**config.mk**
```make
export PLATFORM = sky130hd
export DESIGN_NAME = game_referee_flat
export DESIGN_NICKNAME = d
export VERILOG_FILES = /design/src/rtl/game_referee_pkg.sv /design/src/rtl/game_referee_if.sv /design/src/rtl/game_referee_enable_edge_detect.sv /design/src/rtl/game_referee.sv /design/src/flat_wrapper.sv
export SDC_FILE = /design/constraint.sdc
export NUM_CORES = 1
export LEC_CHECK = 0
export CAP_MARGIN = 25
export CORE_MARGIN = 10
export CORE_UTILIZATION = 56
export CTS_CLUSTER_SIZE = 25
export DETAILED_ROUTE_END_ITERATION = 16
export GPL_ROUTABILITY_DRIVEN = 0
export PLACE_DENSITY = 0.82
export REMOVE_ABC_BUFFERS = 1
export SETUP_SLACK_MARGIN = 0.1
export SYNTH_ARGS = -nofsm -noshare
export SYNTH_HDL_FRONTEND = slang
export SYNTH_SLANG_ARGS = --single-unit
export TNS_END_PERCENT = 50
```
**constraint.sdc**
```tcl
create_clock -name clk -period 3.12 [get_ports clk]
set_input_delay 0.312 -clock clk [delete_from_list [all_inputs] [get_ports clk]]
set_output_delay 0.312 -clock clk [all_outputs]
set_load 0.02 [all_outputs]
```
**src/rtl/game_referee_pkg.sv**
```systemverilog
// Shared constants and types for the player modules and the game referee.
package game_referee_pkg;

    localparam logic [1:0] WIN_NONE = 2'b00;
    localparam logic [1:0] WIN_P1   = 2'b01;
    localparam logic [1:0] WIN_P2   = 2'b10;
    localparam logic [1:0] WIN_DRAW = 2'b11;

    localparam logic [1:0] HEALTH_FULL = 2'b11;
    localparam logic [1:0] HEALTH_DEAD = 2'b00;

    typedef enum logic [1:0] {ST_PLAY, ST_TURN, ST_JUDGE, ST_OVER} ref_state_e;

    localparam logic [1:0] ACT_IDLE   = 2'b00;
    localparam logic [1:0] ACT_ATTACK = 2'b01;
    localparam logic [1:0] ACT_HEAVY  = 2'b10;
    localparam logic [1:0] ACT_HEAL   = 2'b11;

    localparam logic [2:0] POS_LEFT  = 3'b001;
    localparam logic [2:0] POS_MID   = 3'b010;
    localparam logic [2:0] POS_RIGHT = 3'b100;

    // A rise of more than one point can only be a 2-bit wrap after a big hit.
    function automatic logic is_dead(input logic [1:0] h, input logic [1:0] prev);
        return (h == HEALTH_DEAD) || ({1'b0, h} > ({1'b0, prev} + 3'd1));
    endfunction

endpackage

```
**src/rtl/game_referee_if.sv**
```systemverilog
// Turn strobe, health inputs and verdict outputs shared by the referee and its neighbours.
interface game_referee_if #(parameter int TURN_W = 6);
    logic              actionEnable;
    logic [1:0]        health1;
    logic [1:0]        health2;
    logic              isGameOver;
    logic [1:0]        winner;
    logic [TURN_W-1:0] turnCount;

    modport master (output actionEnable, health1, health2,
                    input  isGameOver, winner, turnCount);
    modport slave  (input  actionEnable, health1, health2,
                    output isGameOver, winner, turnCount);
endinterface

```
**src/rtl/game_referee_enable_edge_detect.sv**
```systemverilog
// Registers the turn strobe and flags its rising and falling edges.
module enable_edge_detect (
    input  logic clk,
    input  logic reset,
    input  logic i_level,
    output logic o_rise,
    output logic o_fall
);
    logic r_level;

    always_ff @(posedge clk or posedge reset) begin
        if (reset) r_level <= 1'b0;
        else       r_level <= i_level;
    end

    assign o_rise = i_level & ~r_level;
    assign o_fall = ~i_level & r_level;
endmodule

```
**src/rtl/game_referee.sv**
```systemverilog
// Judges knock-out, turn-limit and draw outcomes after each completed turn.
// Optional idle forfeit enabled by defining REFEREE_INACTIVITY_TIMEOUT_EN.
module game_referee
    import game_referee_pkg::*;
#(
    parameter int MAX_TURNS      = 32,
    parameter int TURN_W         = 6,
    parameter int TIMEOUT_CYCLES = 1000000
) (
    input  logic          clk,
    input  logic          reset,
    game_referee_if.slave io_bus
);
    localparam logic [TURN_W-1:0] TURN_MAX = TURN_W'(MAX_TURNS);

    if (TURN_W < $clog2(MAX_TURNS + 1) || TIMEOUT_CYCLES < 1) begin : g_param_chk
        $error("game_referee: bad TURN_W/MAX_TURNS/TIMEOUT_CYCLES");
    end

    ref_state_e        r_state, w_state_nxt;
    logic [1:0]        r_h1, r_h2, r_prev1, r_prev2, r_win, w_dec;
    logic [TURN_W-1:0] r_turn;
    logic              r_over, w_rise, w_fall, w_dead1, w_dead2, w_idle_to;

    enable_edge_detect u_edge (
        .clk     (clk),
        .reset   (reset),
        .i_level (io_bus.actionEnable),
        .o_rise  (w_rise),
        .o_fall  (w_fall)
    );

`ifdef REFEREE_INACTIVITY_TIMEOUT_EN
    localparam int IDLE_W = $clog2(TIMEOUT_CYCLES + 1);
    logic [IDLE_W-1:0] r_idle;

    always_ff @(posedge clk or posedge reset) begin
        if (reset)                     r_idle <= '0;
        else if (io_bus.actionEnable)  r_idle <= '0;
        else if (r_state == ST_PLAY && r_idle != IDLE_W'(TIMEOUT_CYCLES))
                                       r_idle <= r_idle + IDLE_W'(1);
    end

    assign w_idle_to = (r_state == ST_PLAY) && (r_idle == IDLE_W'(TIMEOUT_CYCLES));
`else
    assign w_idle_to = 1'b0;
`endif

    always_comb begin
        w_state_nxt = r_state;
        w_dead1     = is_dead(r_h1, r_prev1);
        w_dead2     = is_dead(r_h2, r_prev2);
        w_dec       = WIN_NONE;
        if (w_dead1 && w_dead2)  w_dec = WIN_DRAW;
        else if (w_dead1)        w_dec = WIN_P2;
        else if (w_dead2)        w_dec = WIN_P1;
        else if (r_turn == TURN_MAX)
            w_dec = (r_h1 > r_h2) ? WIN_P1 : (r_h2 > r_h1) ? WIN_P2 : WIN_DRAW;
        case (r_state)
            // The level also catches a pulse that began while judging.
            ST_PLAY:  if (w_rise || io_bus.actionEnable) w_state_nxt = ST_TURN;
                      else if (w_idle_to)                w_state_nxt = ST_OVER;
            ST_TURN:  if (w_fall) w_state_nxt = ST_JUDGE;
            ST_JUDGE: w_state_nxt = (w_dec == WIN_NONE) ? ST_PLAY : ST_OVER;
            ST_OVER:  w_state_nxt = ST_OVER;
            default:  w_state_nxt = r_state;
        endcase
    end

    always_ff @(posedge clk or posedge reset) begin
        if (reset) begin
            r_state <= ST_PLAY;
            r_turn  <= '0;
            r_h1    <= HEALTH_FULL;
            r_h2    <= HEALTH_FULL;
            r_prev1 <= HEALTH_FULL;
            r_prev2 <= HEALTH_FULL;
            r_over  <= 1'b0;
            r_win   <= WIN_NONE;
        end else begin
            r_state <= w_state_nxt;
            if (r_state == ST_TURN && w_fall) begin
                r_h1 <= io_bus.health1;
                r_h2 <= io_bus.health2;
                if (r_turn != TURN_MAX) r_turn <= r_turn + TURN_W'(1);
            end
            if (r_state == ST_JUDGE) begin
                if (w_dec == WIN_NONE) begin
                    r_prev1 <= r_h1;
                    r_prev2 <= r_h2;
                end else begin
                    r_over <= 1'b1;
                    r_win  <= w_dec;
                end
            end
            if (r_state == ST_PLAY && !io_bus.actionEnable && w_idle_to) begin
                r_over <= 1'b1;
                r_win  <= WIN_DRAW;
            end
        end
    end

    assign io_bus.isGameOver = r_over;
    assign io_bus.winner     = r_win;
    assign io_bus.turnCount  = r_turn;
endmodule

```
**src/flat_wrapper.sv**
```systemverilog
// flat-port wrapper written by rule: the top's interface ports become plain ports
module game_referee_flat import game_referee_pkg::*;
#(
    parameter int MAX_TURNS      = 32,
    parameter int TURN_W         = 6,
    parameter int TIMEOUT_CYCLES = 1000000
)
  (clk, reset, io_bus_actionEnable, io_bus_health1, io_bus_health2, io_bus_isGameOver, io_bus_winner, io_bus_turnCount);
  game_referee_if #(.TURN_W(TURN_W)) io_bus_i ();
  input  logic clk;
  input  logic reset;
  input wire logic [$bits(io_bus_i.actionEnable)-1:0] io_bus_actionEnable;
  input wire logic [$bits(io_bus_i.health1)-1:0] io_bus_health1;
  input wire logic [$bits(io_bus_i.health2)-1:0] io_bus_health2;
  output wire logic [$bits(io_bus_i.isGameOver)-1:0] io_bus_isGameOver;
  output wire logic [$bits(io_bus_i.winner)-1:0] io_bus_winner;
  output wire logic [$bits(io_bus_i.turnCount)-1:0] io_bus_turnCount;
  assign io_bus_i.actionEnable = io_bus_actionEnable;
  assign io_bus_i.health1 = io_bus_health1;
  assign io_bus_i.health2 = io_bus_health2;
  assign io_bus_isGameOver = io_bus_i.isGameOver;
  assign io_bus_winner = io_bus_i.winner;
  assign io_bus_turnCount = io_bus_i.turnCount;
  game_referee #(.MAX_TURNS(MAX_TURNS), .TURN_W(TURN_W), .TIMEOUT_CYCLES(TIMEOUT_CYCLES)) u_core (.clk(clk), .reset(reset), .io_bus(io_bus_i));
endmodule
```
**Word-level counts from Yosys, hierarchy flattened**

Index checks and enable logic that the tools add are counted.

- Bits in read-only memories: 0
- Memory bits (writable): 0
- Register bits: 20
- Bits in latches: 0
- Output and inout bits: 9
- Memories kept: 0
- Logic and storage cells: 51

- Magnitude comparators: 4
- Reduce and logical (&&, ||, !) cells: 13
- $add $sub $neg: 3
- Bitwise logic cells: 5
- Div/mod/pow operators: 0
- Equality and inequality tests: 7
- Mux-type cells: 10
- Shifts and indexed selects: 0
- $mul: 0

Operators by type and width:

| cell | count |
|---|---|
| two-way mux 2 bit | 8 |
| zero test 2 bit | 4 |
| one-hot mux 2 bit (4 select lines) | 1 |
| AND reduction 2 bit | 4 |
| adder 2 x 1 -> 3 bit (second input constant) | 2 |
| adder 6 x 1 -> 6 bit (second input constant) | 1 |
| equality test 6 bit (second input constant) | 1 |
| greater-than comparator 2 x 3 -> 1 bit | 2 |
| != test 6 bit (second input constant) | 1 |
| equality test 2 bit (second input constant) | 2 |
| greater-than comparator 2 bit | 2 |
| != test 2 x 1 -> 1 bit (second input constant) | 2 |
| logical OR 1 bit | 3 |
| inverter 1 bit | 3 |
| bitwise AND 1 bit | 2 |
| equality test 2 x 1 -> 1 bit (second input constant) | 1 |
| logical AND 1 bit | 2 |
| two-way mux 1 bit | 1 |

**Depth between registers and ports, before layout**

Gate-level depths: netlist (run 1).

- Depth in word-level cells: 10
- Mapped depth: 8
- Gate-level depth less buffers: 8

**By module**

A second synthesis (run 1) with hierarchy kept.

- Cell total of the unflattened synthesis: 102
- Area total of the unflattened synthesis: 1091.0 µm²

Modules (own cells, without submodules):

| module | area each (µm²) | instances | cells an instance |
|---|---|---|---|
| game_referee | 1047.3 | 1 | 98 |
| enable_edge_detect | 43.8 | 1 | 4 |

**Worst setup path before layout (run 1)**

No wires, ideal clock.

- Kind: flip-flop to flip-flop
- Start point: reg u_core.r_prev2[0]
- End point: reg u_core.r_prev1[1]
- Setup slack: 0.994 ns
- Buffers on the path: 0
- Setup time: 0.082 ns
- Cell stages (with the launch flop): 9
- Required time: 3.038 ns
- Arrival: 2.044 ns
- Path through: dfstp_2 -> ha_1 -> inv_1 -> ha_1 -> nor2b_4 -> o21ai_2 -> o21ai_2 -> nor4_4 -> mux2_4

- Cells in the longest elaborated chain, start to end: 8
- Elaborated cells between the ends (all ways): 9
- Those cells by class: add/sub (1); order compare (1); mux (3); reduce/logical (4)

RTL lines:

| element | line | text |
|---|---|---|
| from (decl) | game_referee.sv:21 | `logic [1:0] r_h1, r_h2, r_prev1, r_prev2, r_win, w_dec;` |
| from (signal assigned) | game_referee.sv:90 | `r_prev2 <= r_h2;` |
| adder 2 x 1 -> 3 bit (*) | game_referee_pkg.sv:25 | `return (h == HEALTH_DEAD) \|\| ({1'b0, h} > ({1'b0, prev} + 3'd1));` |
| greater-than comparator 2 x 3 -> 1 bit (*) | game_referee_pkg.sv:25 |  |
| logical OR 1 bit (*) | game_referee_pkg.sv:25 |  |
| two-way mux 2 bit | game_referee.sv:56 | `else if (w_dead2) w_dec = WIN_P1;` |
| two-way mux 2 bit | game_referee.sv:55 | `else if (w_dead1) w_dec = WIN_P2;` |
| two-way mux 2 bit (*) | game_referee.sv:54 | `if (w_dead1 && w_dead2) w_dec = WIN_DRAW;` |
| zero test 2 bit (*) | game_referee.sv:88 | `if (w_dec == WIN_NONE) begin` |
| AND reduction 2 bit (no line) (*) | - |  |
| to (signal assigned) | game_referee.sv:89 | `r_prev1 <= r_h1;` |
| to (decl) | game_referee.sv:21 |  |

Mark *: on every way between the ends. The rest lies on a longest branch, timed or not.
A chain may end at the register's enable or synchronous reset.

**Worst setup path in the final report (run 1)**

- Start point: reg u_core.r_prev1[1]
- End point: reg u_core.r_prev1[1]

- Cells in the longest elaborated chain, start to end: 7
- Elaborated cells between the ends (all ways): 8
- Those cells by class: add/sub (1); order compare (1); mux (2); reduce/logical (4)

RTL lines:

| element | line |
|---|---|
| adder 2 x 1 -> 3 bit (*) | game_referee_pkg.sv:25 |
| greater-than comparator 2 x 3 -> 1 bit (*) | game_referee_pkg.sv:25 |
| logical OR 1 bit (*) | game_referee_pkg.sv:25 |
| two-way mux 2 bit or logical AND 1 bit (tied branches) | game_referee.sv:55, game_referee.sv:54 |
| two-way mux 2 bit (*) | game_referee.sv:54 |
| zero test 2 bit (*) | game_referee.sv:88 |
| AND reduction 2 bit (no line) (*) | - |

Marked as above.

==> flow_metrics.py, run 1 <==
metrics = {
    "clocking": {
        "clock_tree.root_cell": "clkbuf_4",
        "cts_buffers": 3,
        "cts-htree-levels": 1,
        "cts_setup_buffers": 0,
        "cts_resizes": 0,
        "cts.sinks": 20,
        "clkLatencyLatePin_ns": 0.30,
        "tritoncts": "done",
        "cts_hold_repair.buffers": 0,
        "max-clock-path-buffers": 2,
        "cts.reportedPaths.clkPinSlew_ns": 0.10,
    },
    "synth": {
        "synth_edf_count": 0,
        "post_synth_instance_area_sq_um": 1090,
        "yosys_warnings": 0,
        "avgSynthCellArea_sq_um": 11.1,
        "netlist.area_leader.share": 0.274,
        "ys_top_cells_by_area": "dfrtp_1 (27%), dfstp_2 (19%), ha_1 (11%), inv_1 (4.5%), nor4_4 (3.9%)",
        "synth-main-ff-cell": "dfrtp_1",
        "async_flop_share": 1.00,
        "post-synth-top-count-cell": "inv_1",
        "synth_top_area_cell": "dfrtp_1",
        "synth_seq_cells": 20,
        "synthDistinctLibCells": 33,
        "synth-seq-area-share": 0.466,
        "netlist_instances": 99,
        "synthTopCellsByCount": "inv_1 (13), dfrtp_1 (12), ha_1 (10), dfstp_2 (8), o21ai_0 (7)",
    },
    "floorplan": {
        "start_util": 0.614,
        "row_count": 15,
        "pin_count": 16,
        "floorplan.die_area_sq_um": 4120,
        "coreArea_sq_um": 1780,
        "die_width_um": 64.2,
        "die-height_um": 64.2,
    },
    "setup_path": {
        "regToRegStartpoint": "u_core.r_prev1[1]",
        "critPathSlowestCell": "dfstp_2",
        "cp_data_required_time_ns": 3.36,
        "start_kind": "flop",
        "launch_point_of_the_critical_path": "u_core.r_prev1[1]",
        "cp_cell_sequence": "ha_1, inv_1, ha_1, nor2b_1, o21ai_1, o21ai_1, nor4_4, mux2_4",
        "timing_worst_setup_path_type": "flop to flop",
        "critical_path.max_fanout": 5,
        "worstSetupEndpointType": "flop",
        "timing.critical_path.slowest_cell_delay_ns": 0.56,
        "crit_arrival_ns": 2.59,
    },
    "hold_path": {
        "hold_path.class": "input pin to async pin",
    },
    "sta": {
        "finalSetupTns_ns": 0,
        "achievable_frequency_mhz": 424,
        "setup_slack_ns": 0.763,
        "min_period_ns": 2.36,
        "worst_clock_skew_ns": 0.00507,
        "number_of_hold_violations_in_the_final_report": 0,
        "finalHoldWorstSlack_ns": 0.414,
        "relSlewSlack": 0.517,
        "timing.final.crit_share": 0.755,
        "setup_viol": 0,
        "timing_max_transition_violations_final": 0,
        "tightest_slew_ns": 0.724,
        "rsz_0062_raised_after_global_routing": "false",
    },
    "global_route": {
        "wire_length_of_the_first_global_routing_pass_um": 3780,
        "grt_pass1_vias": 791,
        "gr-total-overflow": 0,
        "grt_start_max_net_pins": 21,
        "grt_use_total": 0.116,
        "antenna_violations_before_repair": 0,
    },
    "place": {
        "post-place-ws_ns": 0.780,
        "postPlaceCellArea_sq_um": 1280,
        "dp.cells": 139,
        "place.port_buffers": 15,
        "dp_hpwl_um": 1740,
    },
    "power": {
        "pwr_density_cell_nw_per_um2": 551,
        "power.leakage_nw": 0.569,
        "irDropWorstVdd_v": 0.000441,
    },
    "route": {
        "drtAntennaViolNets": 0,
        "drt_iter0_drc": 21,
        "num_vias": 751,
        "drc": 0,
        "drt_pre_antenna_iters": 4,
        "routed_wl_um": 2180,
        "avgViaCountPerCell": 5.25,
        "post_drt_wl_per_cell_um": 15.2,
    },
    "layout": {
        "seq_area_sq_um": 510,
        "fillers": 127,
        "finish.net_count": 136,
        "areaGrowthSynthToFinish_pct": 20.1,
        "number_of_antenna_repair_diodes": 0,
        "layout.cells.non_filler": 143,
        "multiInputGateArea_sq_um": 531,
        "post_route_cells_drive_above_1_share": 0.186,
        "final_design_area_no_fill_sq_um": 1320,
    },
    "status": {
        "run_status": "completed",
    },
    "run": {
        "drv.max_cap_violation_count": 0,
    },
}
==> worst max-delay path: cells and delay by family, from the launching register on <==
kind | cells | cell delay (ns)
AO/OA/AOI/OAI | 2 | 0.32
adder cells (fa/ha/maj) | 2 | 0.46
buffers and inverters | 1 | 0.07
flip-flops | 1 | 0.56
multiplexers | 1 | 0.35
AND/OR/NAND/NOR | 2 | 0.54
==> metrics by stage <==
stage,total power (W),util
floorplan,0.000502,-
global placement,0.000570,0.717
detailed placement,0.000583,0.717
CTS,0.000734,0.738
global route,0.000780,0.738
finish,0.000725,0.738
==> where the power goes <==
group | internal, W | switching, W
combinational | 0.000113 | 0.000131
sequential | 0.000304 | 0.0000292
clock | 0.0000713 | 0.0000754
total | 0.000489 | 0.000236
==> placed cells by master, fill, tap and decap left out, types with 3 or more instances in the layout <==
cell and instances:
dfstp_2 8, clkbuf_4 3, a21oi_1 5, dfrtp_1 12, inv_1 13, clkdlybuf4s50_1 15, ha_1 10, nand2_1 6
xnor2_1 3, o21ai_0 7
==> layer usage <==
layer / global-route usage / part of all wire / routed length (um) / vias up
li1: - / - / - / 382
met1: 0.140 / 0.45 / 984 / 345
met2: 0.185 / 0.48 / 1040 / 20
met3: 0.0453 / 0.059 / 129 / 4
met4: 0.0321 / 0.011 / 23 / 0
met5: 0 / 0 / 0 / -
==> flip-flops by register name, summed over array words and instances (netlist names), 2 cells and up <==
name	cells
u_core.r_prev2	2
u_core.r_prev1	2
u_core.r_h2	2
u_core.r_h1	2
u_core.io_bus.winner	2
u_core.io_bus.turnCount	6
u_core.r_state	2
==> layout make-up <==
class	count	area share
inverters	13	0.0371
well taps	25	0.0238
multi-input cells	65	0.403
clock buffers	4	0.0276
flip-flops and latches	20	0.388
repair buffers	16	0.120
==> worst paths after layout <==
check | to | slack [ns] | cells past startpoint
max in group asynchronous | u_core.io_bus.turnCount[3] | 2.25 | 2
hold / removal | u_core.io_bus.turnCount[2] | 0.41 | 2
hold reg to reg | u_core.io_bus.turnCount[5] | 0.50 | 1
min in group clk | u_core.io_bus.turnCount[5] | 0.50 | 1
setup / recovery | u_core.r_prev1[1] | 0.76 | 8
setup reg to reg | u_core.r_prev1[1] | 0.76 | 8
==> cells by family after synthesis <==
family,share of synthesized area
buf+inv,0.0491
mux,0.0663
xor+xnor,0.0400
compound gates,0.122
flops,0.466
simple gates,0.142
fa+ha+maj,0.114
Note: power is estimated with default switching activity, not from simulation.
==> run 2: changes to the inputs <==
--- a/config.mk
+++ b/config.mk
@@ -7,11 +7,11 @@
 export LEC_CHECK = 0
 export CAP_MARGIN = 25
 export CORE_MARGIN = 10
-export CORE_UTILIZATION = 56
+export CORE_UTILIZATION = 47
 export CTS_CLUSTER_SIZE = 25
 export DETAILED_ROUTE_END_ITERATION = 16
 export GPL_ROUTABILITY_DRIVEN = 0
-export PLACE_DENSITY = 0.82
+export PLACE_DENSITY = 0.73
 export REMOVE_ABC_BUFFERS = 1
 export SETUP_SLACK_MARGIN = 0.1
 export SYNTH_ARGS = -nofsm -noshare
==> constraint.sdc (replaced) <==
create_clock -name clk -period 2 [get_ports clk]
set_input_delay 0.2 -clock clk [delete_from_list [all_inputs] [get_ports clk]]
set_output_delay 0.2 -clock clk [all_outputs]
set_load 0.02 [all_outputs]
==> run 2 against run 1 <==
  * Sequential share of layout area fell by 3.6 points
  * Register-to-register slack worse by 0.92 ns
  * Final area grew 10%
  * Sequential cell count unchanged
  * Critical path depth increased by 1
  * First-iteration DRC count down 57%
  * Setup slack worse by 0.92 ns
  * Global-route usage shrank 1.0 points
  * Die area increased by 13%
  * Via count up 8.9%
  * Combinational power up 110%
  * The run now ends with setup timing left
==> flow_metrics.py, run 2 (synthesis results as in run 1) <==
metrics = {
    "status": {
        "run_status": "complete, but fails checks",
        "failed_checks": "setup timing",
    },
    "setup_path": {
        "critical_path.max_fanout": 4,
        "cp_data_required_time_ns": 2.22,
        "worstReg2RegEnd": "u_core.r_prev1[0]",
        "worstSetupEndpointType": "flop",
        "worst_r2r_path_depth": 9,
        "timing_worst_setup_path_type": "flop to flop",
        "crit_arrival_ns": 2.37,
        "timing.reg2reg.setup_slack_ns": -0.15,
        "start_kind": "flop",
        "regToRegStartpoint": "u_core.r_prev2[0]",
    },
    "clocking": {
        "cts.reportedPaths.clkPinSlew_ns": 0.11,
        "cts_buffers": 3,
        "clock_tree.root_cell": "clkbuf_4",
        "max-clock-path-buffers": 2,
        "cts-htree-levels": 1,
        "tritoncts": "done",
        "clkLatencyLatePin_ns": 0.29,
        "cts.sinks": 20,
        "cts_hold_repair.buffers": 0,
    },
    "sta": {
        "number_of_hold_violations_in_the_final_report": 0,
        "setup_viol": 7,
        "tightest_slew_ns": 0.429,
        "min_period_ns": 2.15,
        "timing.final.crit_share": 1.08,
        "rsz_0062_raised_after_global_routing": "true",
        "worst_clock_skew_ns": 0.00457,
        "achievable_frequency_mhz": 464,
        "finalHoldWorstSlack_ns": 0.217,
        "relSlewSlack": 0.712,
        "timing_max_transition_violations_final": 0,
        "setup_slack_ns": -0.154,
    },
    "route": {
        "drtAntennaViolNets": 0,
        "drt_pre_antenna_iters": 4,
        "routed_wl_um": 2260,
        "avgViaCountPerCell": 5.31,
        "num_vias": 818,
        "drt_iter0_drc": 9,
        "post_drt_wl_per_cell_um": 14.7,
        "drc": 0,
    },
    "layout": {
        "most_frequent_cells_in_the_layout": "clkdlybuf4s50_1 (15), dfrtp_1 (12), inv_1 (11), buf_4 (8), dfstp_2 (8)",
        "finish.net_count": 144,
        "areaGrowthSynthToFinish_pct": 32.6,
        "number_of_antenna_repair_diodes": 0,
        "largest_register_ffs": 6,
        "post_route_cells_drive_above_1_share": 0.325,
        "layout.cells.most_common": "clkdlybuf4s50_1",
    },
    "global_route": {
        "grt_pass1_vias": 914,
        "gr-total-overflow": 0,
        "wire_length_of_the_first_global_routing_pass_um": 3890,
        "grt_use_total": 0.105,
        "antenna_violations_before_repair": 0,
        "grt_start_max_net_pins": 21,
    },
    "floorplan": {
        "floorplan.die_area_sq_um": 4660,
        "coreArea_sq_um": 2210,
        "pin_count": 16,
        "die-height_um": 68.3,
        "start_util": 0.495,
        "die_width_um": 68.3,
        "row_count": 17,
    },
    "power": {
        "irDropWorstVdd_v": 0.000538,
        "fin_total_pwr_w": 0.00124,
        "pwr_density_cell_nw_per_um2": 855,
        "power.leakage_nw": 0.618,
    },
    "place": {
        "post-place-ws_ns": -0.224,
        "dp_hpwl_um": 1720,
        "place.port_buffers": 15,
    },
    "hold_path": {
        "hold_path.class": "input pin to async pin",
    },
    "run": {
        "drv.max_cap_violation_count": 0,
    },
}
## run 2: cell types whose count changed in the layout (fill, tap and decap cells not counted), moves of 2 or more
cell	delta
buf_4	+7
ha_1	-4
ha_4	+4
inv_1	-2
inv_2	+2
o21ai_2	+2
## run 2: worst max-delay path by stage
stage                        endpoint         startpoint  slack (ns)
floorplan           u_core.r_prev1[1]  u_core.r_prev2[0]       -0.13
global placement    u_core.r_prev2[0]  u_core.r_prev1[1]       -0.14
detailed placement  u_core.r_prev1[0]  u_core.r_prev1[0]       -0.22
CTS                 u_core.r_prev1[0]  u_core.r_prev1[0]       -0.18
global route        u_core.r_prev1[0]  u_core.r_prev2[0]       -0.24
finish              u_core.r_prev1[0]  u_core.r_prev2[0]       -0.15
## run 2: area by class of cell
| type | count | area, sq um |
|---|---|---|
| Multi-Input combinational cell | 65 | 609 |
| Inverter | 13 | 48.8 |
| Fill cell | 184 | 761 |
| Tap cell | 28 | 35.0 |
| Sequential cell | 20 | 510 |
| Clock buffer | 4 | 26.3 |
| Timing Repair Buffer | 24 | 221 |
## run 2: worst max-delay path: stages, from the launching register on
cell     delay, ns
dfstp_2       0.57
ha_4          0.20
inv_2         0.06
ha_4          0.19
nor2b_4       0.12
o21ai_2       0.12
o21ai_2       0.10
nor4_4        0.36
buf_4         0.18
mux2i_1       0.18
## run 2: metrics by stage
step	instance area (sq um)	utilization	setup TNS, ns	cells
global route	1450	0.656	-1.14	154
global placement	1330	0.600	-0.753	148
floorplan	1090	-	-0.272	98
finish	1450	0.656	-0.745	154
CTS	1420	0.641	-0.789	152
detailed placement	1330	0.600	-1.11	148
## run 2: routing by layer
layer  global-route usage  part of all wire
met5                    0                 0
met4               0.0226             0.022
met3               0.0375             0.066
met2                0.183              0.50
met1                0.122              0.41
## run 2: what timing repair did
item,in CTS,in global routing
pin swaps,2,2
gates resized for setup,10,5
endpoints found under the setup margin,9,10
buffers inserted,0,3
## run 2: power breakdown
part	leakage, nW	total (W)	switching, W	internal (W)
registers	0.232	0.000525	0.0000496	0.000475
clock network	0.0150	0.000196	0.000118	0.0000774
logic	0.370	0.000520	0.000253	0.000267
